**src/rtl/alu_sequencer.sv**
```systemverilog
// Sequencer that runs one command per three cycles against an external ALU
// and keeps a 4 x 8-bit register file, flags and a sticky illegal-op error.
`timescale 1ns/1ps
module alu_sequencer (
    input  logic       clk,
    input  logic       rst,
    input  logic       CmdValid,
    output logic       CmdReady,
    input  logic [3:0] CmdOp,
    input  logic [1:0] CmdRa,
    input  logic [1:0] CmdRb,
    input  logic [1:0] CmdRd,
    input  logic [7:0] CmdImm,
    output logic [7:0] AluA,
    output logic [7:0] AluB,
    output logic [3:0] AluSel,
    input  logic [7:0] AluS,
    input  logic       AluCarry,
    input  logic       AluOverflow,
    input  logic       AluSign,
    input  logic       AluZero,
    output logic       DoneValid,
    output logic [7:0] DoneData,
    output logic [3:0] Flags,
    output logic       Err,
    input  logic [1:0] RdAddr,
    output logic [7:0] RdData
);

    localparam logic [3:0] OpLoadi = 4'b1000;

    typedef enum logic [1:0] {StIdle, StExec, StDone} state_e;

    state_e      state_q, state_d;
    logic [3:0]  op_q, op_d;
    logic [1:0]  ra_q, ra_d;
    logic [1:0]  rb_q, rb_d;
    logic [1:0]  rd_q, rd_d;
    logic [7:0]  imm_q, imm_d;
    logic [7:0]  regs_q [4];
    logic [7:0]  regs_d [4];
    logic [3:0]  flags_q, flags_d;
    logic        err_q, err_d;
    logic [7:0]  done_data_q, done_data_d;

    always_ff @(posedge clk or posedge rst) begin
        if (rst) begin
            state_q     <= StIdle;
            op_q        <= '0;
            ra_q        <= '0;
            rb_q        <= '0;
            rd_q        <= '0;
            imm_q       <= '0;
            flags_q     <= '0;
            err_q       <= 1'b0;
            done_data_q <= '0;
            for (int i = 0; i < 4; i++) begin
                regs_q[i] <= '0;
            end
        end else begin
            state_q     <= state_d;
            op_q        <= op_d;
            ra_q        <= ra_d;
            rb_q        <= rb_d;
            rd_q        <= rd_d;
            imm_q       <= imm_d;
            flags_q     <= flags_d;
            err_q       <= err_d;
            done_data_q <= done_data_d;
            for (int i = 0; i < 4; i++) begin
                regs_q[i] <= regs_d[i];
            end
        end
    end

    always_comb begin
        state_d     = state_q;
        op_d        = op_q;
        ra_d        = ra_q;
        rb_d        = rb_q;
        rd_d        = rd_q;
        imm_d       = imm_q;
        flags_d     = flags_q;
        err_d       = err_q;
        done_data_d = done_data_q;
        for (int i = 0; i < 4; i++) begin
            regs_d[i] = regs_q[i];
        end

        unique case (state_q)
            StIdle: begin
                if (CmdValid) begin
                    op_d    = CmdOp;
                    ra_d    = CmdRa;
                    rb_d    = CmdRb;
                    rd_d    = CmdRd;
                    imm_d   = CmdImm;
                    state_d = StExec;
                end
            end
            StExec: begin
                state_d = StDone;
                // Operands were sampled from regs_q, so Rd may alias Ra/Rb safely.
                if (!op_q[3]) begin
                    regs_d[rd_q] = AluS;
                    flags_d      = {AluCarry, AluOverflow, AluSign, AluZero};
                    done_data_d  = AluS;
                end else if (op_q == OpLoadi) begin
                    regs_d[rd_q] = imm_q;
                    done_data_d  = imm_q;
                end else begin
                    err_d       = 1'b1;
                    done_data_d = '0;
                end
            end
            StDone: begin
                state_d = StIdle;
            end
            default: begin
                state_d = StIdle;
            end
        endcase
    end

    always_comb begin
        CmdReady  = 1'b0;
        DoneValid = 1'b0;
        DoneData  = '0;
        AluA      = '0;
        AluB      = '0;
        AluSel    = '0;
        unique case (state_q)
            StIdle: CmdReady = !rst;
            StExec: begin
                AluA   = regs_q[ra_q];
                AluB   = regs_q[rb_q];
                AluSel = op_q;
            end
            StDone: begin
                DoneValid = 1'b1;
                DoneData  = done_data_q;
            end
            default: ;
        endcase
    end

    assign Flags  = flags_q;
    assign Err    = err_q;
    assign RdData = regs_q[RdAddr];

endmodule

```
**config.mk**
```make
export PLATFORM = sky130hd
export DESIGN_NAME = alu_sequencer
export DESIGN_NICKNAME = d
export VERILOG_FILES = /design/src/rtl/alu_sequencer.sv
export SDC_FILE = /design/constraint.sdc
export NUM_CORES = 1
export LEC_CHECK = 0
export CAP_MARGIN = 20
export CORE_AREA = 10 10 110 112
export CTS_CLUSTER_SIZE = 30
export DETAILED_ROUTE_END_ITERATION = 16
export DIE_AREA = 0 0 120 122
export HOLD_SLACK_MARGIN = 0.1
export PLACE_DENSITY_LB_ADDON = 0.2
export SLEW_MARGIN = 20
export SYNTH_ARGS = -nofsm -noshare
export SYNTH_HDL_FRONTEND = slang
export SYNTH_SLANG_ARGS = --single-unit
```
**constraint.sdc**
```tcl
create_clock -name clk -period 2.3 [get_ports clk]
set_input_delay 0.46 -clock clk [delete_from_list [all_inputs] [get_ports clk]]
set_output_delay 0.46 -clock clk [all_outputs]
set_load 0.01 [all_outputs]
```
# After elaboration in Yosys (flattened, before gate mapping)
# Cells that the tools add are included.
word_totals:
  reg_bits: 65
  inputBits: 35
  output_inout_bits: 43
  wordCells: 61
classes:
  n_lt_le_gt_ge: 5
  n_eq_ne: 5
  muxes: 25
  n_bitwise: 6
  n_reduce_logical: 7
ops:
  columns: ["cell", "n"]
  rows:
  - ["$mux W8", 12]
  - ["$bwmux W32", 2]
  - ["$mux W32", 2]
  - ["$bmux W8 S2", 3]
  - ["$demux W8 S2", 1]
  - ["$ge A3 B3 Y1 const B", 4]
  - ["$not A2 Y3", 4]
  - ["$reduce_and A2 Y1", 3]
  - ["$eq A4 B4 Y1 const B", 1]
  - ["$mux W4", 1]
  - ["$pmux W2 S2", 1]
  - ["$lt A3 B1 Y1 const B", 1]
  - ["$reduce_and A3 Y1", 1]
  - ["$eq A2 B1 Y1 const B", 1]
  - ["$eq A2 B2 Y1 const B", 1]
  - ["$logic_not A2 Y1", 1]
  - ["$mux W1", 2]
  - ["$mux W2", 1]
  - ["$ne A2 B1 Y1 const B", 1]
  - ["$ne A2 B2 Y1 const B", 1]
  - ["$not A1 Y1", 2]
  - ["$logic_and A1 B1 Y1", 1]
  - ["$logic_not A1 Y1", 1]

# Logic depth before layout (Yosys ltp)
# Gate-level depths: netlist of the first run.
logic_depth:
  word_depth: 8
  ltp_mapped: 6
  depth_no_buf: 4

# Worst setup path before layout of the first run
# No wires, ideal clock.
synth_path:
  kind: "input -> output"
  start: "input RdAddr[0]"
  end: "output RdData[0]"
  arrival_time_ps: 1248
  t_required_ps: 1840
  path_slack_ps: 592
  path_stages: 2
  n_path_buf: 1
  path_cell_list: "buf_2 -> mux4_2"
synth_between:
  elab_chain_len: 4
synth_lines:
  columns: ["element", "line", "source"]
  rows:
  - ["start, declared", "26", "input logic [1:0] RdAddr,"]
  - ["$not A2 Y3 (not written as such)", "149", "assign RdData = regs_q[RdAddr];"]
  - ["$bmux W8 S2", "149", null]
  - ["$mux W8 (not written as such) (2 in series)", "149", null]
  - ["end, declared", "27", "output logic [7:0] RdData"]
# Every way passes these cells. The select of a mux whose other input is x is not followed.

# Worst setup path in the final report of the first run
layout_path:
  start: "register rb_q[0]"
  end: "output AluB[3]"
layout_between:
  elab_chain_len: 5
layout_lines:
  columns: ["element", "line", "source"]
  rows:
  - ["start, declared", "37", "logic [1:0] rb_q, rb_d;"]
  - ["start signal, assigned", "64", "rb_q <= rb_d;"]
  - ["$not A2 Y3 (not written as such)", "136", "AluB = regs_q[rb_q];"]
  - ["$bmux W8 S2", "136", null]
  - ["$mux W8 (not written as such) (2 in series)", "136", null]
  - ["$mux W8", "132", "unique case (state_q)"]
  - ["end, declared", "15", "output logic [7:0] AluB,"]
# Every way passes these cells. The select of a mux whose other input is x is not followed.

==> flow_summary_export.csv, run 1 <==
group,metric,value,unit
run_status,status,"completed",
detailed_routing,wirelength,8445,um
timing,setup_viol,0,
floorplanning,dieArea,0.01464,mm2
timing,fin_crit_sh,0.9825,
grt,grt_pass1_vias,2441,
synth,syn_area,0.003392,mm2
synth,ys_warn_count,0,
timing,clock_skew,9.938,ps
synth,synth-seq-area-share,0.4795,
timing,fin_tns_setup,0,ps
setup_path,path_class,"register to output pin",
place,port_buffers,77,
job,timing.max_cap.violations,0,
finish,stdcell_count,477,
floorplanning,core_area,0.01005,mm2
grt,antenna_found_initial,0,
finish,drive_gt1_frac,0.3930,
grt,grt_first_pass_wirelength,13500,um
timing,slew_headroom,0.7000,
synth,ys.flop_type,"dfrtp_1",
place,post-place-ws,-268.4,ps
floorplanning,dieHeight,122,um
floorplanning,initial_core_util,0.3377,
synth,synth-xor-area-share,0,
timing,worstMarginPinSlew,450.0,ps
power_and_ir_drop,vdd_drop_max,0.4544,mV
synth,yosys-top-cells-count,"65 x dfrtp_1, 54 x mux2_2, 27 x and2_1",
timing,rsz0062_at_grt,"true",
timing,fin_crit,2260,ps
detailed_routing,drc,0,
synth,synth-adder-area-share,0,
grt,grt_max_degree,66,
detailed_routing,routedWlPerCell,17.70,um
synth,synth-seq-cells,65,
finish,nets,371,
floorplanning,ios,78,
setup_path,arrival,1800,ps
grt,grt.total_usage,0.1179,
synth,synth_top_family_by_area,"multiplexers",
timing,fin_ws,40.30,ps
setup_path,critPathLaunchType,"register",
synth,synth-simple-area-share,0.1221,
place,gp_congestion,0.7211,
synth,ys_async_sr_fraction,1.000,
place,place_inst,455,
clocking,cts_buffers,9,
synth,postSynthCellCount,245,
clocking,cts_tree,"built",
synth,syn-num-nets,280,
min_path,min_path_type,"register to register",
synth,synthDistinctLibCells,25,
detailed_routing,via_per_inst,4.904,
synth,synth-compound-area-share,0.03209,
synth,syn_area_per_cell,13.84,um2
setup_path,worst_ep_required_time,1840,ps
place,dp_hpwl,6218,um
clocking,clk_pin_slew,70,ps
clocking,clk_path_buf_depth,2,
detailed_routing,ant_nets,0,
clocking,htree_levels,3,
finish,post-route-util,0.4628,
synth,synth.mux.area_fraction,0.3386,
finish,area_growth,37.07,%
timing,finalHoldViolations,0,
setup_path,path_max_fanout,4,
timing,max_clock_freq,442.5,MHz
setup_path,endpoint_kind,"output pin",
grt,grt-ovfl-total,0,
synth,synth_area_leaders,"dfrtp_1 48%, mux2_2 18%, mux4_2 16%",
floorplanning,placementRows,37,
power_and_ir_drop,p_leak,0.001952,uW
synth,synth_area_leader_cell,"dfrtp_1",
power_and_ir_drop,power_density,1062,mW/mm2
synth,synth-edff-count,0,
detailed_routing,drt-initial-drc-count,134,
finish,diodes,0,
clocking,clock_sinks,65,
power_and_ir_drop,total_power,4940,uW
detailed_routing,dr.pass1.iters,4,
floorplanning,die_width,120,um
timing,report.final.slew_viol_count,0,
clocking,clock_latency,330,ps
synth,post-synth-top-count-cell,"dfrtp_1",
clocking,root_buffer,"clkbuf_8",
synth,yosys.area.top_type_share,0.4795,
detailed_routing,via_count,2339,
==> per-layer routing <==
metal,vias up,share of wire,global-route usage
li1,1085,-,-
met1,1194,0.40,0.1309
met2,56,0.55,0.2135
met3,4,0.041,0.03330
met4,0,0.0082,0.03846
met5,-,0,0
==> through the flow <==
step	hold slack, ps	instance area [um2]
floorplan	471.3	3392
global placement	480.7	4398
detailed placement	461.8	4398
CTS	489.8	4612
global route	500.6	4649
finish	488.9	4649
==> critical path, cell delays in order (launching register included) <==
cell     delay (ps)
dfrtp_1         390
buf_12          130
buf_8           110
buf_4           100
mux4_2          470
and2_4          150
buf_6           110
==> kinds of logic after synthesis <==
kind of cell,after synthesis
buf+inv,20
simple gates,72
flops,65
mux,78
compound gates,10
==> timing repair <==
item,4_1_cts,5_1_grt
setup endpoints to repair,28,25
hold buffers,0,0
gates resized for setup,53,22
pin swaps,3,1
buffers inserted,3,4
==> area by class of cell <==
cell class              count  area (um2)
clock buffers              11       141.4
clock inverters             5       55.05
fillers                   919        5396
inverters                   3       18.77
multi-input cells         160        1689
flip-flops and latches     65        1628
well taps                 136       170.2
repair buffers             97       947.2
==> where the power goes <==
group          switching [uW]  total [uW]  internal [uW]  leakage (uW)
registers                 447        2040           1590      0.000759
clock network             432         958            527     0.0000953
logic                     659        1940           1280       0.00110
==> registers in the layout, summed over array words and instances (netlist names) <==
register     count
rb_q             2
ra_q             2
Flags            4
rd_q             2
regs_q          32
op_q             4
done_data_q      8
imm_q            8
state_q          2
Err              1
==> cells in the final DEF (no fill, tap or decap), types with 2 or more instances in the layout <==
master,count
buf_2,3
clkbuf_8,10
buf_6,3
dfrtp_1,64
buf_12,4
clkinv_2,2
clkdlybuf4s15_2,2
nor2_1,10
dlygate4sd2_1,8
clkinvlp_4,2
nand2_1,17
nor3_1,2
clkdlybuf4s50_1,49
a221o_1,8
clkdlybuf4s15_1,9
buf_4,13
and2_1,26
clkbuf_2,4
mux4_2,24
mux2_2,54
nand2b_1,8
==> final timing paths <==
check                      startpoint          to  slack [ps]  cells after the start
min in group asynchronous         rst    imm_q[1]         530                      3
max reg2reg                   op_q[0]  regs_q[19]         600                      3
max                           rb_q[0]     AluB[3]          40                      6
max in group asynchronous         rst  state_q[0]        1460                      3
min                               Err         Err         490                      1
min reg2reg                       Err         Err         490                      1
(Power assumes the default switching activity.)
==> run 2, diff against run 1 <==
--- a/config.mk
+++ b/config.mk
@@ -11,7 +11,8 @@
 export DETAILED_ROUTE_END_ITERATION = 16
 export DIE_AREA = 0 0 120 122
 export HOLD_SLACK_MARGIN = 0.1
-export PLACE_DENSITY_LB_ADDON = 0.2
+export PLACE_DENSITY = 0.56
+export RECOVER_POWER = 50
 export SLEW_MARGIN = 20
 export SYNTH_ARGS = -nofsm -noshare
 export SYNTH_HDL_FRONTEND = slang
==> flow_summary_export.csv, run 2 (synthesis results as in run 1) <==
group,metric,value,unit
clocking,clk_pin_slew,80,ps
timing,finalHoldViolations,0,
job,timing.max_cap.violations,0,
place,gp_congestion,0.7522,
finish,mostFrequentLayoutCells,"64 x dfrtp_1, 54 x mux2_2, 45 x clkdlybuf4s50_1",
setup_path,critPathLaunchType,"register",
clocking,root_buffer,"clkbuf_8",
timing,fin_ws,26.16,ps
timing,fin_crit_sh,0.9886,
floorplanning,dieHeight,122,um
finish,area.sequential,0.001628,mm2
clocking,clk_path_buf_depth,2,
timing,setup_viol,0,
detailed_routing,routedWlPerCell,18.65,um
detailed_routing,dr.pass1.iters,4,
grt,grt_max_degree,36,
timing,fin_crit,2274,ps
timing,report.final.slew_viol_count,0,
finish,regMostFlops,"regs_q",
detailed_routing,drc,0,
detailed_routing,wirelength,8971,um
clocking,htree_levels,3,
finish,multi_input_area,0.001687,mm2
floorplanning,core_area,0.01005,mm2
timing,max_clock_freq,439.8,MHz
min_path,min_path_type,"register to register",
floorplanning,dieArea,0.01464,mm2
floorplanning,ios,78,
grt,grt.total_usage,0.1276,
setup_path,path_max_fanout,5,
clocking,cts_buffers,9,
grt,antenna_found_initial,0,
grt,grt_pass1_vias,2641,
timing,rsz0062_at_grt,"true",
grt,grt-ovfl-total,0,
place,dp_hpwl,6514,um
power_and_ir_drop,vdd_drop_max,0.3580,mV
finish,diodes,0,
finish,fillers,950,
finish,area_growth,37.85,%
floorplanning,die_width,120,um
clocking,clock_sinks,65,
setup_path,worst_ep_required_time,1840,ps
detailed_routing,via_count,2369,
timing,worstMarginPinSlew,1127,ps
clocking,clock_latency,350,ps
detailed_routing,drt-initial-drc-count,105,
run_status,status,"completed",
timing,clock_skew,15.90,ps
finish,drive_gt1_frac,0.4087,
power_and_ir_drop,power_density,1107,mW/mm2
detailed_routing,ant_nets,0,
finish,largest_reg_flops,32,
clocking,cts_tree,"built",
place,port_buffers,77,
finish,nets,375,
timing,slew_headroom,0.2489,
setup_path,path_class,"register to output pin",
detailed_routing,via_per_inst,4.925,
finish,reg.largest.list,"regs_q: 32 flops, done_data_q: 8 flops, imm_q: 8 flops",
timing,hold_slack,490.4,ps
floorplanning,initial_core_util,0.3377,
setup_path,endpoint_kind,"output pin",
setup_path,r2r_setup_slack,270,ps
finish,final_common_cell,"dfrtp_1",
floorplanning,placementRows,37,
power_and_ir_drop,p_leak,0.002019,uW
setup_path,arrival,1810,ps
clocking,cts_hold_repair.buffers,0,
grt,grt_first_pass_wirelength,14500,um
place,post-place-ws,-301.0,ps
-- run 2: cell count changes in the layout (fill, tap and decap cells not counted), moves of 2 or more --
cell / change
bufinv_16: +2
clkinvlp_4: -2
clkbuf_1: +3
clkdlybuf4s50_1: -4
buf_6: +7
buf_2: +7
buf_12: -2
and2_1: -2
and2_4: +2
clkdlybuf4s15_1: -6
buf_4: -2
-- run 2: what timing repair did --
item,4_1_cts,5_1_grt
pin swaps,7,0
endpoints found under the setup margin,28,19
resized for setup,85,17
cloned,1,0
endpoints found under the hold margin,0,0
buffers inserted,10,4
-- run 2: power breakdown --
part	internal, uW	leakage (uW)	switching [uW]	total (uW)
Clock	721	0.000118	440	1160
Sequential	1590	0.000759	449	2040
Combinational	1290	0.00114	686	1970
-- run 2: layout make-up --
type | count | share of cell area
Timing Repair Buffer | 100 | 0.1978
Clock buffer | 11 | 0.02810
Clock inverter | 5 | 0.02221
Sequential cell | 65 | 0.3481
Timing Repair inverter | 1 | 0.001338
Tap cell | 136 | 0.03639
Inverter | 3 | 0.005352
Multi-Input combinational cell | 160 | 0.3607
-- run 2: worst paths after layout --
| check | cells past startpoint | to | from |
|---|---|---|---|
| min in group asynchronous | 2 | done_data_q[6] | rst |
| max in group asynchronous | 3 | regs_q[5] | rst |
| max reg2reg | 3 | op_q[2] | state_q[0] |
| max | 6 | AluA[3] | ra_q[0] |
| min reg2reg | 1 | Err | Err |
| min | 1 | Err | Err |
-- run 2: worst max-delay path, cell delays in order (launching register included) --
cell,delay [ps]
dfrtp_1,390
buf_12,140
buf_6,100
buf_6,90
mux4_2,500
and2_4,160
buf_6,110
-- run 2: per-layer routing --
layer | vias up | track usage | share of wire
li1 | 1090 | - | -
met1 | 1216 | 0.1424 | 0.41
met2 | 50 | 0.2273 | 0.53
met3 | 13 | 0.02868 | 0.039
met4 | 0 | 0.06033 | 0.019
met5 | - | 0 | 0
-- run 2: stage by stage --
step / std cells / utilization / total power (uW) / TNS (ps) / cell area (um2)
6_report: 481 / 0.4654 / 5176 / 0 / 4676
5_1_grt: 481 / 0.4654 / 5505 / -138.6 / 4676
4_1_cts: 480 / 0.4666 / 5236 / -357.3 / 4687
3_5_place_dp: 453 / 0.4363 / 4072 / -2209 / 4383
3_3_place_gp: 453 / 0.4363 / 4020 / -2030 / 4383
2_1_floorplan: 245 / - / 3199 / 0 / 3392
==> run 3, diff against run 2 <==
--- a/config.mk
+++ b/config.mk
@@ -7,11 +7,12 @@
 export LEC_CHECK = 0
 export CAP_MARGIN = 20
 export CORE_AREA = 10 10 110 112
+export CTS_CLUSTER_DIAMETER = 200
 export CTS_CLUSTER_SIZE = 30
 export DETAILED_ROUTE_END_ITERATION = 16
 export DIE_AREA = 0 0 120 122
 export HOLD_SLACK_MARGIN = 0.1
-export PLACE_DENSITY = 0.56
+export PLACE_DENSITY = 0.58
 export RECOVER_POWER = 50
 export SLEW_MARGIN = 20
 export SYNTH_ARGS = -nofsm -noshare
==> constraint.sdc (replaced) <==
create_clock -name clk -period 1.9 [get_ports clk]
set_input_delay 0.38 -clock clk [delete_from_list [all_inputs] [get_ports clk]]
set_output_delay 0.38 -clock clk [all_outputs]
set_load 0.01 [all_outputs]
==> flow_summary_export.csv, run 3 (synthesis results as in run 1) <==
group,metric,value,unit
clocking,clk_path_buf_depth,2,
run_status,status,"complete, but fails checks",
floorplanning,dieArea,0.01464,mm2
clocking,cts_buffers,9,
power_and_ir_drop,p_comb_frac,0.396,
finish,reg.largest.list,"regs_q: 32 flops, done_data_q: 8 flops, imm_q: 8 flops",
grt,grt.total_usage,0.1226,
timing,slew_headroom,0.4104,
finish,post-route-cell-area,0.004612,mm2
place,gp_congestion,0.7121,
floorplanning,die_width,120,um
detailed_routing,via_per_inst,4.856,
clocking,clk_pin_slew,70,ps
floorplanning,initial_core_util,0.3377,
setup_path,critPathLaunchType,"register",
detailed_routing,drc,0,
detailed_routing,wirelength,8728,um
setup_path,path_max_fanout,8,
min_path,holdPathStages,1,
finish,largest_reg_flops,32,
power_and_ir_drop,power_density,1300,mW/mm2
clocking,htree_levels,3,
clocking,cts_tree,"built",
detailed_routing,via_count,2321,
floorplanning,dieHeight,122,um
finish,drive_gt1_frac,0.4912,
power_and_ir_drop,vdd_drop_max,0.4612,mV
finish,final_common_cell,"dfrtp_1",
place,post-place-ws,-517.0,ps
timing,fin_crit,2048,ps
place,dp_hpwl,6396,um
timing,max_clock_freq,488.3,MHz
floorplanning,placementRows,37,
floorplanning,ios,78,
finish,diodes,0,
power_and_ir_drop,p_leak,0.001982,uW
setup_path,r2r_setup_slack,-60,ps
grt,grt_first_pass_wirelength,14060,um
job,timing.max_cap.violations,0,
power_and_ir_drop,p_int,4078,uW
grt,grt_max_degree,66,
detailed_routing,dr.pass1.iters,4,
detailed_routing,ant_nets,0,
setup_path,arrival,1670,ps
timing,report.final.slew_viol_count,0,
grt,grt_pass1_vias,2538,
clocking,cts_hold_repair.buffers,0,
finish,nets,372,
finish,area.sequential,0.001627,mm2
run_status,violations,"negative setup slack",
power_and_ir_drop,total_power,5997,uW
timing,finalHoldViolations,0,
finish,area_growth,35.96,%
power_and_ir_drop,p_sw,1919,uW
finish,fillers,941,
clocking,clock_latency,330,ps
clocking,root_buffer,"clkbuf_8",
place,dpl_cell_area,0.004494,mm2
clocking,clock_sinks,65,
setup_path,endpoint_kind,"output pin",
place,port_buffers,77,
timing,setup_viol,34,
detailed_routing,routedWlPerCell,18.26,um
setup_path,path_class,"register to output pin",
timing,worstMarginPinSlew,883.0,ps
finish,regMostFlops,"regs_q",
finish,mostFrequentLayoutCells,"65 x dfrtp_1, 54 x mux2_2, 37 x clkdlybuf4s50_1",
power_and_ir_drop,switching_share,0.3200,
power_and_ir_drop,power_frac_seq,0.411,
min_path,min_path_type,"register to register",
setup_path,worst_ep_required_time,1520,ps
finish,multi_input_area,0.001714,mm2
setup_path,r2r_cells,4,
timing,fin_crit_sh,1.078,
detailed_routing,drt-initial-drc-count,53,
timing,fin_ws,-148.0,ps
timing,clock_skew,12.28,ps
power_and_ir_drop,clkPwrFrac,0.194,
grt,antenna_found_initial,0,
floorplanning,core_area,0.01005,mm2
timing,rsz0062_at_grt,"true",
grt,grt-ovfl-total,0,
run 3: repair_timing:
item,CTS,global route
cloned,0,0
endpoints found under the setup margin,38,27
pin swaps,16,0
buffers inserted,3,1
gates resized for setup,129,33
run 3: per-layer routing:
| metal | track usage | up-vias | routed length [um] |
|---|---|---|---|
| li1 | - | 1083 | - |
| met1 | 0.1412 | 1193 | 3540 |
| met2 | 0.2163 | 41 | 4771 |
| met4 | 0.04449 | 0 | 61 |
| met5 | 0 | - | 0 |
| met3 | 0.03099 | 4 | 356 |
run 3: path summary, 6_finish.rpt:
check,startpoint,to
max in group asynchronous,rst,op_q[1]
worst max-delay path,ra_q[0],AluA[4]
min in group asynchronous,rst,done_data_q[4]
worst min-delay path,Err,Err
worst max register to register,state_q[0],rd_q[1]
worst min register to register,Err,Err
run 3: final cells by class:
type	instances	area share
flip-flops and latches	65	0.3527
inverters	3	0.003256
clock buffers	9	0.02686
well taps	136	0.03690
clock inverters	7	0.01546
multi-input cells	160	0.3717
repair buffers	98	0.1932
run 3: worst max-delay path: stages, from the launching register on:
cell and delay, ps:
dfrtp_1 390, buf_12 160, mux4_2 520, and2_4 150, buf_2 130
run 3: metrics by stage:
stage | TNS [ps] | cells | utilization | hold WS (ps)
floorplan | 0 | 245 | - | 471.3
global placement | -6348 | 459 | 0.4474 | 482.2
detailed placement | -6486 | 459 | 0.4474 | 465.3
CTS | -2467 | 477 | 0.4572 | 491.1
global route | -6640 | 478 | 0.4591 | 506.2
finish | -2668 | 478 | 0.4591 | 486.2
run 3: power by group through the flow:
stage	Sequential, uW	Combinational (uW)	Clock, uW
CTS	2470	2350	1210
global placement	2470	2460	0
finish	2460	2370	1160
floorplan	2280	1590	0
detailed placement	2490	2500	0
global route	2560	2570	1260
